[src/rtl/uart_alu_pkg.sv]
// Shared constants and types for the UART command processor.
// The opcode set, parser states and the accumulate step used by the packet FSM.
package uart_alu_pkg;

  localparam int HEADER_BYTES = 4;

  localparam logic [7:0] OP_ECHO  = 8'hEC;
  localparam logic [7:0] OP_ADD32 = 8'hAD;
  localparam logic [7:0] OP_MUL32 = 8'h88;

  typedef enum logic [2:0] {
    ST_IDLE,
    ST_RSV,
    ST_LEN_LO,
    ST_LEN_HI,
    ST_PAYLOAD,
    ST_RESULT
  } state_e;

  // Folds one 32-bit operand into the running result; only the low 32 bits are kept.
  function automatic logic [31:0] alu_apply(input logic [7:0]  op,
                                            input logic [31:0] acc,
                                            input logic [31:0] operand);
    return (op == OP_MUL32) ? acc * operand : acc + operand;
  endfunction

endpackage

[src/rtl/uart_alu_if.sv]
// Byte-wide AXI-stream link between the UART cores and the packet FSM.
// tuser marks a character received with a bad stop bit.
interface uart_alu_if #(
  parameter int DATA_WIDTH = 8
) ();

  logic [DATA_WIDTH-1:0] tdata;
  logic                  tvalid;
  logic                  tready;
  logic                  tuser;

  modport master (output tdata, output tvalid, output tuser, input tready);
  modport slave  (input tdata, input tvalid, input tuser, output tready);

endinterface

[src/rtl/alu_packet_fsm.sv]
// Packet parser: header decode, echo through a one-byte holding register,
// and a 32-bit add/multiply accumulator returned as four little-endian bytes.
module alu_packet_fsm
  import uart_alu_pkg::*;
(
  input  logic       clk,
  input  logic       rst,
  uart_alu_if.slave  rx_axis,
  uart_alu_if.master tx_axis
);

  state_e      state_q, state_d;
  logic [7:0]  opcode_q, opcode_d;
  logic [7:0]  len_lo_q, len_lo_d;
  logic [15:0] remain_q, remain_d;
  logic [31:0] word_q, word_d;
  logic [1:0]  byte_idx_q, byte_idx_d;
  logic [31:0] acc_q, acc_d;
  logic [1:0]  res_idx_q, res_idx_d;
  logic [7:0]  out_data_q, out_data_d;
  logic        out_valid_q, out_valid_d;

  logic        rx_ready, rx_good, is_alu;
  logic [15:0] len_w;
  logic [31:0] word_w;
  logic [7:0]  res_byte;

  // Stall the receiver while the result drains, or while the holding register cannot empty.
  assign rx_ready       = (state_q != ST_RESULT) && (!out_valid_q || tx_axis.tready);
  assign rx_axis.tready = rx_ready;
  assign rx_good        = rx_axis.tvalid && rx_ready && !rx_axis.tuser;
  assign is_alu         = (opcode_q == OP_ADD32) || (opcode_q == OP_MUL32);

  assign tx_axis.tdata  = out_data_q;
  assign tx_axis.tvalid = out_valid_q;
  assign tx_axis.tuser  = 1'b0;

  always_ff @(posedge clk) begin
    if (rst) begin
      state_q     <= ST_IDLE;
      opcode_q    <= '0;
      len_lo_q    <= '0;
      remain_q    <= '0;
      word_q      <= '0;
      byte_idx_q  <= '0;
      acc_q       <= '0;
      res_idx_q   <= '0;
      out_data_q  <= '0;
      out_valid_q <= 1'b0;
    end else begin
      state_q     <= state_d;
      opcode_q    <= opcode_d;
      len_lo_q    <= len_lo_d;
      remain_q    <= remain_d;
      word_q      <= word_d;
      byte_idx_q  <= byte_idx_d;
      acc_q       <= acc_d;
      res_idx_q   <= res_idx_d;
      out_data_q  <= out_data_d;
      out_valid_q <= out_valid_d;
    end
  end

  always_comb begin
    // NOTE: every next-state value starts from its register so no branch can infer a latch.
    state_d     = state_q;
    opcode_d    = opcode_q;
    len_lo_d    = len_lo_q;
    remain_d    = remain_q;
    word_d      = word_q;
    byte_idx_d  = byte_idx_q;
    acc_d       = acc_q;
    res_idx_d   = res_idx_q;
    out_data_d  = out_data_q;
    out_valid_d = out_valid_q;

    len_w    = {rx_axis.tdata, len_lo_q};
    word_w   = word_q | (32'(rx_axis.tdata) << {byte_idx_q, 3'b000});
    res_byte = 8'(acc_q >> {res_idx_q, 3'b000});

    if (out_valid_q && tx_axis.tready) out_valid_d = 1'b0;

    unique case (state_q)
      ST_IDLE: begin
        if (rx_good) begin
          opcode_d   = rx_axis.tdata;
          acc_d      = (rx_axis.tdata == OP_MUL32) ? 32'd1 : 32'd0;
          word_d     = '0;
          byte_idx_d = '0;
          state_d    = ST_RSV;
        end
      end
      ST_RSV: begin
        if (rx_good) state_d = ST_LEN_LO;
      end
      ST_LEN_LO: begin
        if (rx_good) begin
          len_lo_d = rx_axis.tdata;
          state_d  = ST_LEN_HI;
        end
      end
      ST_LEN_HI: begin
        if (rx_good) begin
          res_idx_d = '0;
          if (len_w <= 16'(HEADER_BYTES)) begin
            state_d = is_alu ? ST_RESULT : ST_IDLE;
          end else begin
            remain_d = len_w - 16'(HEADER_BYTES);
            state_d  = ST_PAYLOAD;
          end
        end
      end
      ST_PAYLOAD: begin
        if (rx_good) begin
          remain_d = remain_q - 1'b1;
          if (opcode_q == OP_ECHO) begin
            out_data_d  = rx_axis.tdata;
            out_valid_d = 1'b1;
          end
          // A short final operand is applied as-is, i.e. zero-extended in its high bytes.
          if (byte_idx_q == 2'd3 || remain_q == 16'd1) begin
            acc_d      = alu_apply(opcode_q, acc_q, word_w);
            word_d     = '0;
            byte_idx_d = '0;
          end else begin
            word_d     = word_w;
            byte_idx_d = byte_idx_q + 1'b1;
          end
          if (remain_q == 16'd1) begin
            res_idx_d = '0;
            state_d   = is_alu ? ST_RESULT : ST_IDLE;
          end
        end
      end
      ST_RESULT: begin
        if (!out_valid_q || tx_axis.tready) begin
          out_data_d  = res_byte;
          out_valid_d = 1'b1;
          res_idx_d   = res_idx_q + 1'b1;
          if (res_idx_q == 2'd3) state_d = ST_IDLE;
        end
      end
      default: state_d = ST_IDLE;
    endcase
  end

endmodule

[src/rtl/uart_rx.sv]
// 8N1 UART receiver with an AXI-stream byte output; bit period is 8*PRESCALE clocks.
// A character whose stop bit reads low is still delivered, flagged on tuser.
module uart_rx #(
  parameter int PRESCALE   = 33,
  parameter int DATA_WIDTH = 8
) (
  input  logic       clk,
  input  logic       rst,
  input  logic       rxd,
  uart_alu_if.master m_axis
);

  localparam int BIT_CYCLES = 8 * PRESCALE;
  localparam int TW         = $clog2(BIT_CYCLES);
  localparam int CW         = $clog2(DATA_WIDTH + 3);

  localparam logic [TW-1:0] BIT_LAST   = TW'(BIT_CYCLES - 1);
  localparam logic [TW-1:0] HALF_LAST  = TW'(BIT_CYCLES / 2 - 1);
  localparam logic [CW-1:0] FRAME_BITS = CW'(DATA_WIDTH + 2);
  localparam logic [CW-1:0] STOP_BIT   = CW'(1);

  logic                  rxd_meta_q, rxd_sync_q, rxd_prev_q;
  logic                  busy_q;
  logic [TW-1:0]         timer_q;
  logic [CW-1:0]         bits_q;
  logic [DATA_WIDTH-1:0] shift_q;
  logic [DATA_WIDTH-1:0] data_q;
  logic                  valid_q;
  logic                  ferr_q;

  assign m_axis.tdata  = data_q;
  assign m_axis.tvalid = valid_q;
  assign m_axis.tuser  = ferr_q;

  // NOTE: state registers use non-blocking assignments so every flop samples pre-edge values.
  always_ff @(posedge clk) begin
    if (rst) begin
      rxd_meta_q <= 1'b1;
      rxd_sync_q <= 1'b1;
      rxd_prev_q <= 1'b1;
      busy_q     <= 1'b0;
      timer_q    <= '0;
      bits_q     <= '0;
      shift_q    <= '0;
      data_q     <= '0;
      valid_q    <= 1'b0;
      ferr_q     <= 1'b0;
    end else begin
      rxd_meta_q <= rxd;
      rxd_sync_q <= rxd_meta_q;
      rxd_prev_q <= rxd_sync_q;

      if (valid_q && m_axis.tready) valid_q <= 1'b0;

      // Arm only on a falling edge so a line held low after a framing error is not a start bit.
      if (!busy_q) begin
        if (rxd_prev_q && !rxd_sync_q) begin
          busy_q  <= 1'b1;
          timer_q <= HALF_LAST;
          bits_q  <= FRAME_BITS;
        end
      end else if (timer_q != '0) begin
        timer_q <= timer_q - 1'b1;
      end else begin
        timer_q <= BIT_LAST;
        if (bits_q == FRAME_BITS) begin
          if (rxd_sync_q) busy_q <= 1'b0;
          else            bits_q <= bits_q - 1'b1;
        end else if (bits_q == STOP_BIT) begin
          busy_q  <= 1'b0;
          data_q  <= shift_q;
          valid_q <= 1'b1;
          ferr_q  <= !rxd_sync_q;
        end else begin
          shift_q <= {rxd_sync_q, shift_q[DATA_WIDTH-1:1]};
          bits_q  <= bits_q - 1'b1;
        end
      end
    end
  end

endmodule

[src/rtl/uart_tx.sv]
// 8N1 UART transmitter with an AXI-stream byte input; bit period is 8*PRESCALE clocks.
// tready is high only while the line is idle, so one character is in flight at a time.
module uart_tx #(
  parameter int PRESCALE   = 33,
  parameter int DATA_WIDTH = 8
) (
  input  logic      clk,
  input  logic      rst,
  uart_alu_if.slave s_axis,
  output logic      txd
);

  localparam int BIT_CYCLES = 8 * PRESCALE;
  localparam int TW         = $clog2(BIT_CYCLES);
  localparam int CW         = $clog2(DATA_WIDTH + 2);

  localparam logic [TW-1:0] BIT_LAST  = TW'(BIT_CYCLES - 1);
  localparam logic [CW-1:0] SHIFT_LEN = CW'(DATA_WIDTH + 1);

  logic                busy_q;
  logic [TW-1:0]       timer_q;
  logic [CW-1:0]       bits_q;
  logic [DATA_WIDTH:0] shift_q;
  logic                txd_q;

  assign s_axis.tready = !busy_q;
  assign txd           = txd_q;

  always_ff @(posedge clk) begin
    if (rst) begin
      busy_q  <= 1'b0;
      timer_q <= '0;
      bits_q  <= '0;
      shift_q <= '0;
      txd_q   <= 1'b1;
    end else if (!busy_q) begin
      if (s_axis.tvalid) begin
        busy_q  <= 1'b1;
        txd_q   <= 1'b0;
        shift_q <= {1'b1, s_axis.tdata};
        bits_q  <= SHIFT_LEN;
        timer_q <= BIT_LAST;
      end
    end else if (timer_q != '0) begin
      timer_q <= timer_q - 1'b1;
    end else if (bits_q == '0) begin
      busy_q <= 1'b0;
    end else begin
      // Data bits then the stop bit shift out of the low end; the line is left high.
      txd_q   <= shift_q[0];
      shift_q <= {1'b1, shift_q[DATA_WIDTH:1]};
      bits_q  <= bits_q - 1'b1;
      timer_q <= BIT_LAST;
    end
  end

endmodule

[src/rtl/uart_alu_top.sv]
// Board-level UART command processor: uart_rx -> packet FSM -> uart_tx,
// all in the single PLL clock domain.
module uart_alu_top #(
  parameter int PRESCALE   = 33,
  parameter int DATA_WIDTH = 8
) (
  input  logic clk,
  input  logic rst,
  input  logic rxd,
  output logic txd
);

  uart_alu_if #(.DATA_WIDTH(DATA_WIDTH)) rx_axis ();
  uart_alu_if #(.DATA_WIDTH(DATA_WIDTH)) tx_axis ();

  uart_rx #(
    .PRESCALE  (PRESCALE),
    .DATA_WIDTH(DATA_WIDTH)
  ) u_rx (
    .clk   (clk),
    .rst   (rst),
    .rxd   (rxd),
    .m_axis(rx_axis)
  );

  alu_packet_fsm u_fsm (
    .clk    (clk),
    .rst    (rst),
    .rx_axis(rx_axis),
    .tx_axis(tx_axis)
  );

  uart_tx #(
    .PRESCALE  (PRESCALE),
    .DATA_WIDTH(DATA_WIDTH)
  ) u_tx (
    .clk   (clk),
    .rst   (rst),
    .s_axis(tx_axis),
    .txd   (txd)
  );

endmodule

[config.mk]
export PLATFORM = sky130hd
export DESIGN_NAME = uart_alu_top
export DESIGN_NICKNAME = d
export VERILOG_FILES = /design/src/rtl/uart_alu_pkg.sv /design/src/rtl/uart_alu_if.sv /design/src/rtl/alu_packet_fsm.sv /design/src/rtl/uart_rx.sv /design/src/rtl/uart_tx.sv /design/src/rtl/uart_alu_top.sv
export SDC_FILE = /design/constraint.sdc
export NUM_CORES = 2
export LEC_CHECK = 0
export CAP_MARGIN = 20
export CELL_PAD_IN_SITES_DETAIL_PLACEMENT = 0
export CELL_PAD_IN_SITES_GLOBAL_PLACEMENT = 1
export CORE_MARGIN = 10
export CORE_UTILIZATION = 52
export CTS_CLUSTER_SIZE = 28
export DETAILED_ROUTE_END_ITERATION = 12
export GPL_ROUTABILITY_DRIVEN = 0
export GPL_TIMING_DRIVEN = 0
export HOLD_SLACK_MARGIN = 0.05
export PLACE_DENSITY_LB_ADDON = 0.25
export SLEW_MARGIN = 40
export SYNTH_ARGS = -nofsm -noshare
export SYNTH_HDL_FRONTEND = slang
export SYNTH_SLANG_ARGS = --single-unit
[constraint.sdc]
create_clock -name clk -period 8.7 [get_ports clk]
set_input_delay 0.87 -clock clk [delete_from_list [all_inputs] [get_ports clk]]
set_output_delay 0.87 -clock clk [all_outputs]
set_load 0.03 [all_outputs]
**Word level (Yosys, flattened, before mapping)**

Cells that the tools add are included.

- Bitwise logic cells: 4
- $mul: 1
- Equality and inequality tests: 32
- Shift-type cells: 2
- Order comparisons: 1
- Mux-type cells: 82
- Reduce and logical (&&, ||, !) cells: 35
- $add $sub $neg: 9

Operator list:

| cell | number |
|---|---|
| 32-bit two-way mux | 7 |
| 32-bit one-hot mux with 2 select lines | 2 |
| 9-bit two-way mux | 11 |
| 16-bit two-way mux | 3 |
| 4-bit two-way mux | 10 |
| 32-bit adder | 1 |
| 8-bit == test (second input constant) | 4 |
| 32-bit by 32-bit multiplier with 32-bit output | 1 |
| 32-bit bitwise OR | 1 |
| 16-bit one-hot mux with 2 select lines | 1 |
| 8-bit by 5-bit << shifter with 32-bit output | 1 |
| 32-bit by 5-bit right shift with 8-bit output | 1 |
| 3-bit two-way mux | 10 |
| 1-bit two-way mux | 24 |
| 8-bit two-way mux | 3 |
| 4-bit AND reduction | 6 |
| 2-bit by 1-bit != test with 1-bit output (second input constant) | 10 |
| 3-bit one-hot mux with 6 select lines | 1 |
| 9-bit nonzero test | 2 |
| 9-bit by 1-bit subtractor with 9-bit output (second input constant) | 2 |
| 16-bit by 1-bit == test with 1-bit output (second input constant) | 1 |
| 16-bit by 3-bit <= comparator with 1-bit output (second input constant) | 1 |
| 8-bit one-hot mux with 2 select lines | 1 |
| 16-bit by 1-bit subtractor with 16-bit output (second input constant) | 1 |
| other kinds (27) | 61 |

- Register bits: 171
- Output and inout port bits: 1
- Logic and storage cells: 191
- Input port bits: 3

**Longest topological paths before layout**

- Depth after elaboration: 9
- Mapped depth: 32
- Gate-level depth less buffers: 29

**Cells and area by module**

A second synthesis with hierarchy kept.

- Cells, all modules: 2904
- Area, all modules: 25390.6 sq um

Modules (own cells, without submodules):

| module | times used | seq. area each (sq um) | area an instance (sq um) | cells each |
|---|---|---|---|---|
| alu_packet_fsm | 1 | 2242.2 | 22710.5 | 2609 |
| uart_rx | 1 | 700.7 | 1544.0 | 169 |
| uart_tx | 1 | 480.5 | 1136.1 | 126 |

**Worst setup path before layout**

OpenSTA, ideal clock, no wires.

- Path kind: reg2reg
- From: register u_fsm.byte_idx_q[0]
- To: register u_fsm.acc_q[28]
- Slack: 1.387 ns
- Period minus slack after synthesis: 7.313 ns
- Path buffers: 3
- Cell stages (with the launch flop): 31
- Data required time: 8.573 ns
- Setup time: 0.127 ns
- Arrival: 7.187 ns
- Cell sequence: dfxtp_1 buf_6 nor2b_1 buf_2 a21o_1 clkbuf_1 ha_1 inv_1 fa_1 inv_1 fa_1 fa_1 inv_1 fa_1 inv_1 fa_1 fa_1 fa_1 fa_1 ha_1 a21o_1 a21o_1 a21oi_1 o21ai_0 a31oi_1 o21ai_0 nand4_1 and4b_1 xor2_1 a2bb2oi_1 o21ai_0

- Longest elaborated chain between the ends: 7
- Elaborated cells between the ends (all ways): 12
- Those cells by class: add/sub: 1; mul: 1; eq/ne: 2; shift: 1; mux: 4; bitwise: 1; reduce/logical: 2

RTL lines:

| what | RTL line | text |
|---|---|---|
| start: declaration | alu_packet_fsm.sv:17 | `logic [1:0] byte_idx_q, byte_idx_d;` |
| start signal: assignment | alu_packet_fsm.sv:56 | `byte_idx_q <= byte_idx_d;` |
| 8-bit by 5-bit << shifter with 32-bit output | alu_packet_fsm.sv:78 | `word_w = word_q \| (32'(rx_axis.tdata) << {byte_idx_q, 3'b000});` |
| 32-bit bitwise OR | alu_packet_fsm.sv:78 |  |
| 32-bit by 32-bit multiplier with 32-bit output or 32-bit adder (tied branches) | uart_alu_pkg.sv:24 | `return (op == OP_MUL32) ? acc * operand : acc + operand;` |
| 32-bit two-way mux | uart_alu_pkg.sv:24 |  |
| 32-bit two-way mux | alu_packet_fsm.sv:121 | `if (byte_idx_q == 2'd3 \|\| remain_q == 16'd1) begin` |
| 32-bit two-way mux | alu_packet_fsm.sv:114 | `if (rx_good) begin` |
| 32-bit one-hot mux with 2 select lines | alu_packet_fsm.sv:83 | `unique case (state_q)` |
| end signal: assignment | alu_packet_fsm.sv:46 | `acc_q <= '0;` |
| end signal: assignment | alu_packet_fsm.sv:57 | `acc_q <= acc_d;` |
| end: declaration | alu_packet_fsm.sv:18 | `logic [31:0] acc_q, acc_d;` |

Parallel ways exist; a longest one is shown, timed or not. The select of a mux whose other input is x is not followed.
A chain may end at the register's enable or synchronous reset.

**Worst setup path in the final report**

- From: register u_fsm.byte_idx_q[0]
- To: register u_fsm.acc_q[31]

The elaborated chain is that of the path after synthesis.

==> summary.md <==
| Metric | Value |
|---|---|
| Run status | `complete, no violations` |
| Clock transition at path regs | `roughly 0.070 ns` |
| Final Net Count | `around 3,400` |
| Area of the die | `roughly 57,000 sq um` |
| LEAKAGE | `~13 nW` |
| Final Critical Period | `around 8.5 ns` |
| Yosys cell types | `75` |
| Worst EP required | `roughly 9 ns` |
| First DRT Iteration DRCs | `about 2,000` |
| Startpoint of the worst-slack reg-to-reg timing path | `u_fsm.byte_idx_q[0]` |
| Clock tree from TritonCTS | `done` |
| Floorplan die height | `239 microns` |
| Wirelength, routed | `roughly 80 mm` |
| Number of filler cells placed in the layout | `between 4,000 and 5,000` |
| Syn nets | `3,414` |
| Mean instance size in the synthesized netlist | `between 8 and 9 sq um` |
| Portion of synthesized cell area occupied by the leading cell type | `approximately 33%` |
| DRT antenna net count | `0` |
| Pre-CTS setup slack | `-0.737 ns` |
| Number of input and output port buffers inserted | `3` |
| Syn Inst Count | `about 2,800` |
| Number of ports placed on the die boundary | `4` |
| Post-detailed-route via-to-cell ratio | `approximately 5.8` |
| Layout overhead on the synthesized area | `6.06%` |
| Cell type with the largest total area after synthesis | `sky130_fd_sc_hd__fa_1` |
| H-tree lvl count | `4` |
| Clk_skew | `0.0182 ns` |
| Mapped Area | `between 20,000 and 25,000 sq um` |
| Vias | `roughly 20,000` |
| Final design area excluding fillers | `26,400 sq um` |
| Number of buffers inserted by post-CTS setup repair | `0` |
| Kind of end point of the critical path | `flip-flop` |
| Maximum number of pins on one net before global-route repair | `17` |
| Core ar. | `47,500 sq um` |
| Number of global-route vias before repair | `roughly 20,000` |
| Number of flip-flops and latches in the synthesized netlist | `171` |
| Final Hold Fails | `0` |
| Max VDD drop | `between 0.1 and 0.15 mV` |
| Area occupied by registers | `between 3000 and 4000 sq um` |
| Async SR Flop Fraction | `0%` |
| Multi-input combinational cell area | `about 19,000 sq um` |
| Buffer type at the clock tree root | `sky130_fd_sc_hd__clkbuf_16` |
| Antenna violations before repair | `4` |
| Start point of the critical path | `u_fsm.byte_idx_q[0]` |
| Top fanout value on the critical path | `10` |
| Relative slew margins | `around 38%` |
| Power per standard cell area | `around 61 nW/um^2` |
| Sequential share of the synthesized area | `13.8%` |
| Total CTS buffers | `17` |
| Hold Crit Class | `flip-flop to flip-flop` |
| Slew at the pin closest to its max-slew limit | `around 0.93 ns` |
| First-pass GRT wire length | `between 100 and 150 mm` |
| Effective utilization at floorplan | `between 50 and 60%` |
| Total Routing Usage GR | `between 20% and 30%` |
| Final setup slack of the worst path | `between 0.15 and 0.2 ns` |
| Most common library cell in the layout ignoring fill and taps | `sky130_fd_sc_hd__fa_1` |
| Startpoint type of the worst setup path | `flip-flop` |
| Number of sinks driven by the clock tree | `171` |
| Most frequent cells in the layout | `sky130_fd_sc_hd__fa_1 (409), sky130_fd_sc_hd__inv_1 (402), sky130_fd_sc_hd__and2_1 (304)` |
| Post-synth EDFFs | `0` |
| Post-place instance area | `~26,000 sq um` |
| Top flip-flop cell by instance count after synthesis | `sky130_fd_sc_hd__dfxtp_1` |
| Routed WL per cell | `between 20 and 25 microns` |
| Count of final max-slew check failures | `0` |
| Final worst path period share | `between 90% and 100%` |
| Leftover overflow at the end of global routing | `0` |
| Total half-perimeter wirelength after legalization and detailed placement | `~65 mm` |
| Max Root-Sink Buffers | `2` |
| R2R Setup Slk | `between 0.15 and 0.2 ns` |
| # DRC | `0` |
| Number of iterations in the first detailed-routing pass | `9` |
| Maximum frequency from static timing analysis | `about 120 MHz` |
| Total number of yosys warnings | `0` |
| Die X-Extent | `239 microns` |
| Cells taking the most area after synthesis | `sky130_fd_sc_hd__fa_1 (33%), sky130_fd_sc_hd__dfxtp_1 (14%), sky130_fd_sc_hd__ha_1 (8.3%)` |
| Floorplan row count | `80` |
| Critical path arrival | `8.84 ns` |
| Insertion delay of the later-clocked pin in the worst-skew pair | `around 0.45 ns` |
| Type of the setup path with the least slack | `flip-flop to flip-flop` |
| Unrepaired setup endpoints after global routing | `no` |
| Count of max-cap constraint violations | `0` |
| Number of setup violations in the final report | `0` |
| Worst Min Path Start | `u_rx.rxd_meta_q` |
| Worst hold-check slack | `about 0.42 ns` |
| Proportion of layout cells with a drive suffix above 1 | `under 10%` |
[synthesized netlist by cell type, types with 4 or more instances]
master,instances
sky130_fd_sc_hd__nor3b_1,7
sky130_fd_sc_hd__nand2b_1,13
sky130_fd_sc_hd__nor2b_1,14
sky130_fd_sc_hd__a21o_1,68
sky130_fd_sc_hd__ha_1,166
sky130_fd_sc_hd__a211oi_1,28
sky130_fd_sc_hd__xnor2_1,90
sky130_fd_sc_hd__nor3_1,33
sky130_fd_sc_hd__buf_1,9
sky130_fd_sc_hd__a22oi_1,11
sky130_fd_sc_hd__a31oi_1,12
sky130_fd_sc_hd__and3_1,8
sky130_fd_sc_hd__clkbuf_1,141
sky130_fd_sc_hd__a22o_1,4
sky130_fd_sc_hd__inv_1,402
sky130_fd_sc_hd__o21ai_0,90
sky130_fd_sc_hd__nand3b_1,13
sky130_fd_sc_hd__o22ai_1,4
sky130_fd_sc_hd__or2_2,6
sky130_fd_sc_hd__nor2_1,175
sky130_fd_sc_hd__a311oi_1,4
sky130_fd_sc_hd__mux2i_1,46
sky130_fd_sc_hd__or3_1,8
sky130_fd_sc_hd__o21a_1,14
sky130_fd_sc_hd__dfxtp_1,171
sky130_fd_sc_hd__nor4_1,10
sky130_fd_sc_hd__nand2_1,295
sky130_fd_sc_hd__buf_6,6
sky130_fd_sc_hd__xor2_1,42
sky130_fd_sc_hd__mux4_2,8
sky130_fd_sc_hd__a21oi_1,134
sky130_fd_sc_hd__o211ai_1,5
sky130_fd_sc_hd__nand3_1,25
sky130_fd_sc_hd__o21bai_1,6
sky130_fd_sc_hd__fa_1,409
sky130_fd_sc_hd__and2_1,304
[worst paths after layout]
check | end | cells after the start
worst max-delay path | u_fsm.acc_q[31] | 25
worst min-delay path | u_rx.rxd_sync_q | 1
worst max register to register | u_fsm.acc_q[31] | 25
worst min register to register | u_rx.rxd_sync_q | 1
[final cells by class]
cell class | count | share of cell area, %
inverters | 402 | 5.72
plain buffers | 157 | 2.65
clock buffers | 18 | 1.63
multi-input cells | 2104 | 73.5
repair buffers | 3 | 0.114
clock inverters | 14 | 0.512
well taps | 615 | 2.92
diodes | 3 | 0.0285
flip-flops and latches | 171 | 13.0
[logic make-up (layout without fill, tap and decap cells)]
group | after synthesis | after routing | synth area share (%)
buf+inv | 561 | 594 | 8.67
simple gates | 932 | 932 | 18.7
compound gates | 410 | 410 | 10.3
other cells | 0 | 3 | 0
mux | 54 | 54 | 2.58
xor+xnor | 133 | 133 | 4.71
flops | 171 | 171 | 13.8
fa+ha+maj | 575 | 575 | 41.3
[state kept, by name, indices dropped and copies added, names as in the netlist, 2 cells and up]
register,count
u_rx.bits_q,4
u_rx.shift_q,8
u_tx.timer_q,9
u_rx.timer_q,9
u_fsm.byte_idx_q,2
u_rx.m_axis.tdata,8
u_fsm.acc_q,32
u_fsm.len_lo_q,8
u_fsm.res_idx_q,2
u_tx.shift_q,9
u_fsm.remain_q,16
u_fsm.word_q,32
u_fsm.opcode_q,8
u_fsm.tx_axis.tdata,8
u_tx.bits_q,4
u_fsm.state_q,3
[routing by layer]
metal  share of wire [%]  global-route usage [%]  wire [microns]  up-vias
li1                    -                       -               -     8976
met4                 4.1                    11.9            3340        0
met2                  43                    43.5           35600      978
met1                  42                    40.5           34400    10200
met5                   0                       0               0        -
met3                  11                    6.82            8640      180
[per-stage QoR]
stage                      TNS [ns]  power, mW  utilization, %  instances
after floorplan                   0      0.854               -       2836
after global placement        -5.97      0.870            54.0       3454
after detailed placement      -4.57      0.873            54.0       3454
after CTS                 -0.000548       1.62            55.3       3485
after global routing              0       1.66            55.5       3485
final                             0       1.61            55.5       3487
[where the power goes]
group	switching, mW	internal (mW)
logic	0.0420	0.0193
registers	0.00604	0.788
clock network	0.358	0.401
total	0.406	1.21
[critical path: stages (launching register included)]
cell                       delay [ns]
sky130_fd_sc_hd__dfxtp_1         0.35
sky130_fd_sc_hd__buf_6           0.16
sky130_fd_sc_hd__nor2b_1         0.13
sky130_fd_sc_hd__buf_2           0.19
sky130_fd_sc_hd__a21o_2          0.41
sky130_fd_sc_hd__clkbuf_2        0.41
sky130_fd_sc_hd__ha_1            0.47
sky130_fd_sc_hd__fa_1            0.51
sky130_fd_sc_hd__fa_1            0.50
sky130_fd_sc_hd__inv_1           0.06
sky130_fd_sc_hd__fa_1            0.52
sky130_fd_sc_hd__fa_1            0.52
sky130_fd_sc_hd__inv_1           0.05
sky130_fd_sc_hd__fa_1            0.60
sky130_fd_sc_hd__fa_1            0.45
sky130_fd_sc_hd__fa_1            0.52
sky130_fd_sc_hd__fa_1            0.42
sky130_fd_sc_hd__ha_1            0.41
sky130_fd_sc_hd__a21oi_1         0.28
sky130_fd_sc_hd__o21ai_0         0.14
sky130_fd_sc_hd__a21o_1          0.26
sky130_fd_sc_hd__a21boi_1        0.29
sky130_fd_sc_hd__o21bai_1        0.10
sky130_fd_sc_hd__a21oi_1         0.33
sky130_fd_sc_hd__xnor2_1         0.19
sky130_fd_sc_hd__o221ai_2        0.12
[what timing repair did]
action	CTS	global route
hold buffers	0	0
endpoints found under the setup margin	11	9
hold endpoints to repair	0	0
resized for setup	23	31
Power figures use the tool's default switching activity.
==> RTL change, RTL diff (config.mk and constraints unchanged) <==
Register the input `rxd` before use, without a reset. The logic sees it one clock later.
--- a/src/rtl/uart_alu_top.sv
+++ b/src/rtl/uart_alu_top.sv
@@ -12,2 +12,8 @@
 
+  logic rxd_q;
+
+  always_ff @(posedge clk) begin
+      rxd_q <= rxd;
+  end
+
   uart_alu_if #(.DATA_WIDTH(DATA_WIDTH)) rx_axis ();
@@ -21,3 +27,3 @@
     .rst   (rst),
-    .rxd   (rxd),
+    .rxd   (rxd_q),
     .m_axis(rx_axis)
Formal check against the unedited RTL: no difference found for any inputs over 10 cycles, from zero or initial values and one cycle with rst high; that may be too few to reach the edited logic, so the function may still have changed.
==> RTL change against the unedited design <==
Wire length rose by 1.8%. Setup slack improved by 0.041 ns. Synthesized cell count rose by 0.35%. Sequential cell count rose by 1. Cell area rose by 0.36%. Die area rose by 0.21%. Core utilization rose by 0.20 points. Count of clock-buffer cells in the layout fell by 1. Synthesized area rose by 0.22%. Cell count rose by 0.46%. Critical path type unchanged. Critical endpoint is now u_fsm.acc_q[29]. Highest routed layer unchanged.
Power is not compared: it rests on default switching activity, and its combinational part moved more than twofold at a synthesized area within 25%.
==> RTL change: results (changes against the unedited design) <==
- Outcome: completed
- Mux cell area share after synthesis: 0.02529 (-0.0004583)
- Synth Area in Adders: 0.4117 (-0.0009111)
- Worst slack, placed: -0.7998 ns (-0.06278 ns)
- First-pass GRT wire length: 127,800 µm (+1.9%)
- Worst-path clk slew: 0.09 ns (+0.02 ns)
- Post-synthesis xor/xnor area fraction: 0.04737 (+0.0002472)
- Synth top area cells: fa_1 33%, dfxtp_1 14%, ha_1 8.3%
- Via Count: 20,620 (+1.2%)
- WL met1: 33,780 µm (-1.9%)
- Commonest cells post-synth: 409 x fa_1, 407 x inv_1, 307 x nand2_1
- Slew HR: 0.3338 (-0.04579)
- Post-synthesis sequential area ratio: 0.1381 (+0.0004991)
- Layout cells sized above 1: 0.04544 (+0.002915)
- Met2 WL: 37,290 µm (+4.8%)
- Met3 track demand over resource: 0.07792 (+0.009682)
- Router iterations before antenna repair: 8 (-1)
- Met2 Usage GRT: 0.4576 (+0.02225)
- Mapped Cells: 2,846 (+0.35%)
- R2r endpoint: u_fsm.acc_q[29]
- Pin count of the biggest net entering global routing: 20 (+3)
- Total GRT Usage: 0.2988 (+0.005770)
- DRT Wirelength: 83,460 µm (+1.8%)
- M1 GR Usage: 0.4027 (-0.002037)
- Layout net count: 3,448 (+0.41%)
- DP Area: 25,760 µm² (+0.25%)
- Post-synthesis cell type count: 72 (-4.0%)
- Flop-to-flop setup slack: 0.20 ns (+0.04 ns)
==> RTL change: cell types whose count changed after synthesis, sizes merged, moves of 6 or more <==
cell	change
nand3b	-7
o21a	-7
nand2	+10
nand4	+6
xnor2	-13
==> RTL change: final cells by class <==
cell class / count / area, µm²
Fill cell: 4366 / 21070
Multi-Input combinational cell: 2108 / 19400
Sequential cell: 172 / 3446
Inverter: 407 / 1528
Tap cell: 615 / 769.5
Buffer: 157 / 666.9
Clock buffer: 17 / 425.4
Clock inverter: 15 / 168.9
Timing Repair Buffer: 7 / 63.81
Antenna cell: 5 / 12.51
==> RTL change: power breakdown <==
group | leakage (nW) | internal (mW) | switching [mW]
Clock | 0.284 | 0.387 | 0.393
Combinational | 11.0 | 0.0440 | 0.0800
Sequential | 1.39 | 0.802 | 0.0153
==> RTL change: what timing repair did <==
| action | CTS | global route |
|---|---|---|
| gates resized for setup | 18 | 35 |
| hold endpoints to repair | 0 | 0 |
| setup endpoints to repair | 12 | 8 |
| buffers inserted | 0 | 2 |
